**config.mk**
```make
export PLATFORM = sky130hd
export DESIGN_NAME = cache_line
export DESIGN_NICKNAME = d
export VERILOG_FILES = /design/src/rtl/cache_pkg.sv /design/src/rtl/cache_word.sv /design/src/rtl/cache_line.sv
export SDC_FILE = /design/constraint.sdc
export NUM_CORES = 1
export LEC_CHECK = 0
export BUFFER_PORTS_ARGS = -buffer_cell sky130_fd_sc_hd__buf_2
export CAP_MARGIN = 20
export CORE_AREA = 2 2 125 127
export DETAILED_ROUTE_END_ITERATION = 12
export DIE_AREA = 0 0 127 129
export PLACE_DENSITY = 0.72
export SLEW_MARGIN = 20
export SYNTH_ARGS = -nofsm -noshare
export SYNTH_HDL_FRONTEND = slang
export SYNTH_HIERARCHICAL = 1
export SYNTH_SLANG_ARGS = --single-unit
```
**constraint.sdc**
```tcl
create_clock -name clk -period 1.75 [get_ports clk]
set_clock_uncertainty 0.1 [all_clocks]
set_input_delay 0.35 -clock clk [delete_from_list [all_inputs] [get_ports clk]]
set_output_delay 0.35 -clock clk [all_outputs]
set_load 0.02 [all_outputs]
```
**src/rtl/cache_pkg.sv**
```systemverilog
// rtl/cache_pkg.sv - shared geometry constants for the cache blocks
package cache_pkg;

    localparam int WORD_W = 32;
    localparam int NWORDS = 4;
    localparam int TAG_W  = 27;
    localparam int LINE_W = NWORDS * WORD_W;

endpackage

```
**src/rtl/cache_word.sv**
```systemverilog
// rtl/cache_word.sv - one data word of a cache line: enable register with sync reset
module cache_word #(
    parameter int WORD_W = cache_pkg::WORD_W
) (
    input  logic              clk,
    input  logic              reset,
    input  logic              en,
    input  logic [WORD_W-1:0] d,
    output logic [WORD_W-1:0] q
);

    always_ff @(posedge clk) begin
        if (reset) begin
            q <= '0;
        end else if (en) begin
            q <= d;
        end
    end

endmodule

```
**src/rtl/cache_line.sv**
```systemverilog
// rtl/cache_line.sv - one cache line: per-word data registers plus tag and valid
module cache_line #(
    parameter int WORD_W = cache_pkg::WORD_W,
    parameter int NWORDS = cache_pkg::NWORDS,
    parameter int TAG_W  = cache_pkg::TAG_W
) (
    input  logic                     clk,
    input  logic                     reset,
    input  logic [NWORDS-1:0]        regWrite,
    input  logic                     hit,
    input  logic [NWORDS*WORD_W-1:0] writeData,
    output logic [NWORDS*WORD_W-1:0] outBus,
    input  logic [TAG_W-1:0]         tag,
    output logic [TAG_W-1:0]         outTag,
    output logic                     outValid
);

    logic fill;

    // Any written word on a miss allocates the line, even a partial fill.
    assign fill = !hit && (|regWrite);

    for (genvar i = 0; i < NWORDS; i++) begin : g_word
        cache_word #(
            .WORD_W(WORD_W)
        ) u_word (
            .clk  (clk),
            .reset(reset),
            .en   (regWrite[i]),
            .d    (writeData[i*WORD_W +: WORD_W]),
            .q    (outBus[i*WORD_W +: WORD_W])
        );
    end

    always_ff @(posedge clk) begin
        if (reset) begin
            outTag   <= '0;
            outValid <= 1'b0;
        end else if (fill) begin
            outTag   <= tag;
            outValid <= 1'b1;
        end
    end

endmodule

```
-- Word level (Yosys, flattened, before mapping)
Index checks and enable logic that the tools add are counted.
- register bits: 156
- bits in latches: 0
- bits in writable memories: 0
- ROM bits: 0
- output and inout port bits: 156
- word-level logic and storage cells: 9
- memories: 0
- $add $sub $neg: 0
- multipliers: 0
- divide/modulo/power cells: 0
- $lt $le $gt $ge: 0
- equality and inequality tests: 0
- shift operators: 0
- mux-type cells: 0
- bitwise operators: 0
- reduce and logical (&&, ||, !) cells: 3
- operators by type and width (operator ; count):
    $reduce_or A4 Y1 ; 1
    $logic_and A1 B1 Y1 ; 1
    $logic_not A1 Y1 ; 1

-- Logic depth before layout (Yosys ltp)
- depth after elaboration: 2
- gate-level depth with buffers: 4

-- By module
The synthesis kept the hierarchy.
- by module, submodules not included (module ; times used ; cells an instance ; area an instance (sq um) ; seq. area each (sq um)):
    cache_word ; 4 ; 103 ; 1163.6 ; 640.6
    cache_line ; 1 ; 120 ; 1247.4 ; 560.5

-- Least setup slack after synthesis
Ideal clock, no wire load.
- kind: in2reg
- start: in regWrite[1]
- end: reg outValid
- setup time: 0.115 ns
- arrival: 1.149 ns
- data required time: 1.535 ns
- setup slack: 0.386 ns
- stages: 4
- path through: nor4_2 > nor2_4 > buf_6 > o21ba_1
- cells in the longest elaborated chain, start to end: 2
- ends and longest elaborated chain (element ; line ; RTL):
    start: declaration ; cache_line.sv:9 ; input logic [NWORDS-1:0] regWrite,
    $reduce_or A4 Y1 ; cache_line.sv:21 ; assign fill = !hit && (|regWrite);
    $logic_and A1 B1 Y1 ; cache_line.sv:21 ;
    end signal: assignment ; cache_line.sv:38 ; outValid <= 1'b0;
    end signal: assignment ; cache_line.sv:41 ; outValid <= 1'b1;
    end: declaration ; cache_line.sv:15 ; output logic outValid
Every way passes these cells.
A chain may end at the register's enable or synchronous reset.

-- Final worst setup path
- start: reg g_word[1].u_word.q[22]
- end: out outBus[54]
- RTL lines (element ; line ; RTL):
    start: declaration ; cache_word.sv:9 ; output logic [WORD_W-1:0] q
    start signal: assignment ; cache_word.sv:14 ; q <= '0;
    start signal: assignment ; cache_word.sv:16 ; q <= d;
    end: declaration ; cache_line.sv:12 ; output logic [NWORDS*WORD_W-1:0] outBus,
No word-level cell between the ends.

==> impl_metrics.yaml <==
setup_path:
  cp_num_buf_inv: 1
  cell_family_with_the_largest_share_of_critical_path_delay: "flip-flops"
  crit_path_max_fanout: 2
  timing_worst_setup_path_type: "register to output port"
  critical_path_required_ns: 1.30
  cp_cell_sequence: "buf_2"
  delay_of_the_slowest_cell_on_the_worst_path_ns: 0.38
  cp-end-kind: "output port"
  arrival_time_of_data_at_the_critical_path_endpoint_ns: 0.98
  crit_path_top_delay_cell: "sky130_fd_sc_hd__dfxtp_1"
  critPathLaunchType: "register"
timing:
  holdWs_ns: 0.0653
  setup-tns-final_ns: 0
  finalWorstPathRequiredPeriod_ns: 1.43
  max-slew-margin-rel_pct: 33.4
  setup-violations-final: 0
  worst_pin_slew_ns: 0.997
  drv_slew: 0
  max_freq_ghz: 0.697
  timing.final.hold_violations: 0
  final_clock_period_utilization_by_the_worst_path_pct: 82.0
  rsz_0062_raised_after_global_routing: "false"
die:
  die_area_um2: 16400
  die_height_um: 129
  floorplan.core_area_um2: 15000
  die_w_um: 127
  std_cell_rows: 45
  top_level_ports: 318
  start_util_pct: 39.4
clock_network:
  cts_sinks: 156
  cts.path.max_buffers: 2
  cts.reportedPaths.clkPinSlew_ns: 0.06
  cts_tree: "done"
  cts.root.buffer_cell: "sky130_fd_sc_hd__clkbuf_16"
  number_of_hold_buffers_added_after_cts: 0
  cts-buffers-inserted: 17
  number_of_h_tree_levels: 4
  clkLatencyLatePin_ns: 0.41
  post_cts_sizing: 0
  post_cts.repair.setup_buffers: 0
routing:
  route.antenna.remaining_nets: 0
  drt-met1-wl_um: 5570
  detailroute.wirelength.met2_um: 6770
  met3_length_um: 1440
  routed-via-count: 4655
  dr.pass1.iters: 4
  post_route_drc: 0
  avgViaCountPerCell: 4.48
  detail_route.iter0.violations: 159
  routed_wirelength_um: 14000
  highest_layer: "met4"
  wl_per_cell_um: 13.4
synthesis:
  synth.lib_cells_used.distinct: 10
  post-synth-top-area-fraction_pct: 52.9
  synth_sequential_area_ratio_pct: 52.9
  synth-seq-cells: 156
  synth_instances: 532
  synthesis.area_um2: 5900
  post_synth.cell_area_avg_um2: 11.1
  syn-num-nets: 694
  synthesis.yosys.warnings: 6
  synthTopCellsByArea: "sky130_fd_sc_hd__dfxtp_1 53%, sky130_fd_sc_hd__mux2i_1 26%, sky130_fd_sc_hd__nor2_1 8.1%"
  yosysTopAreaCell: "sky130_fd_sc_hd__dfxtp_1"
hold_path:
  hold_path_class: "primary input to register"
run_status:
  status: "complete, no violations"
global_routing:
  grt_antenna_before_repair: 0
  grt_remaining_overflow: 0
  grt_start_max_net_pins: 63
  first_pass_grt_wire_length_um: 21000
  grt_pass1_vias: 4238
  global_route.usage.total_pct: 16.3
finish:
  nets: 1002
  postLayoutCoreUtil_pct: 53.7
  finalNonFillerCells: 1040
  layout-drive-gt1-share_pct: 42.0
  area.growth.synth_to_final_pct: 36.3
  antennaDiodeCount: 0
place:
  placed_cells: 1009
  place.gp.congestion: 0.770
  hpwl_um: 10200
  port_buffers: 317
pwr:
  ir_worst_vdd_v: 0.000561
  p_per_area_nw_per_um2: 1090
  leakage_nw: 4.30
job:
  drv.max_cap_violation_count: 0
-- per-stage QoR --
stage	setup slack, ns	total power, mW	cell area [um^2]
3_3_place_gp	0.0228	5.14	7440
3_5_place_dp	0.00911	5.15	7440
6_report	0.315	8.80	8040
4_1_cts	0.284	8.92	8040
2_1_floorplan	0.386	4.73	5900
5_1_grt	0.268	9.20	8040
-- worst reg2reg max path, cell delays in order (launching register included) --
cell	delay (ns)
sky130_fd_sc_hd__dfxtp_1	0.31
sky130_fd_sc_hd__mux2i_1	0.15
sky130_fd_sc_hd__nor2_1	0.06
-- sequential cells by signal, indices dropped and copies added (netlist names) --
register,count
outTag,27
g_word.u_word/q,128
outValid,1
-- synthesized netlist by cell type --
library cell	count
sky130_fd_sc_hd__nand2b_1	54
sky130_fd_sc_hd__nor4_2	1
sky130_fd_sc_hd__o21ba_1	1
sky130_fd_sc_hd__nor2_1	128
sky130_fd_sc_hd__dfxtp_1	156
sky130_fd_sc_hd__buf_12	12
sky130_fd_sc_hd__nor2_4	1
sky130_fd_sc_hd__mux2i_1	155
sky130_fd_sc_hd__buf_6	6
sky130_fd_sc_hd__clkbuf_1	18
-- power by group --
part           leakage, nW  switching (mW)  internal [mW]
Combinational         2.73           0.679          0.517
Clock                0.289            1.45           2.28
Sequential            1.29          0.0998           3.77
-- cells in the final DEF, fill, tap and decap left out, drive strengths merged --
cell / instances
nand2b: 54
buf: 325
nor4: 1
clkbuf: 18
inv: 2
clkinvlp: 3
mux2i: 155
bufinv: 3
dfxtp: 156
clkinv: 5
o21ba: 1
nor2: 129
-- cell families (layout without fill, tap and decap cells) --
logic type	Yosys count	in the layout	share of synthesized area (%)
AND/OR/NAND/NOR	184	184	14.3
AO/OA/AOI/OAI	1	1	0.170
multiplexers	155	155	26.3
flip-flops	156	156	52.9
buffers and inverters	36	356	6.36
-- final timing paths --
kind                                          endpoint  cells past startpoint                   start  slack [ns]
worst min register to register               outTag[1]                      2               outTag[1]        0.37
worst max register to register   g_word[0].u_word/q[1]                      2   g_word[0].u_word/q[1]        1.01
worst max-delay path                        outBus[54]                      1  g_word[1].u_word/q[22]        0.32
worst min-delay path            g_word[1].u_word/q[23]                      3           writeData[55]        0.07
-- routing by layer --
layer	global-route usage [%]	up-vias
met1	18.3	2082
met2	27.1	205
li1	-	2352
met3	7.86	16
met4	6.21	0
met5	0	-
-- final cells by class --
cell class | count | area [um^2]
clock buffers | 18 | 439
clock inverters | 13 | 166
fillers | 1403 | 6940
multi-input cells | 340 | 2400
flip-flops and latches | 156 | 3120
well taps | 188 | 235
repair buffers | 325 | 1670
(Power assumes the default switching activity.)
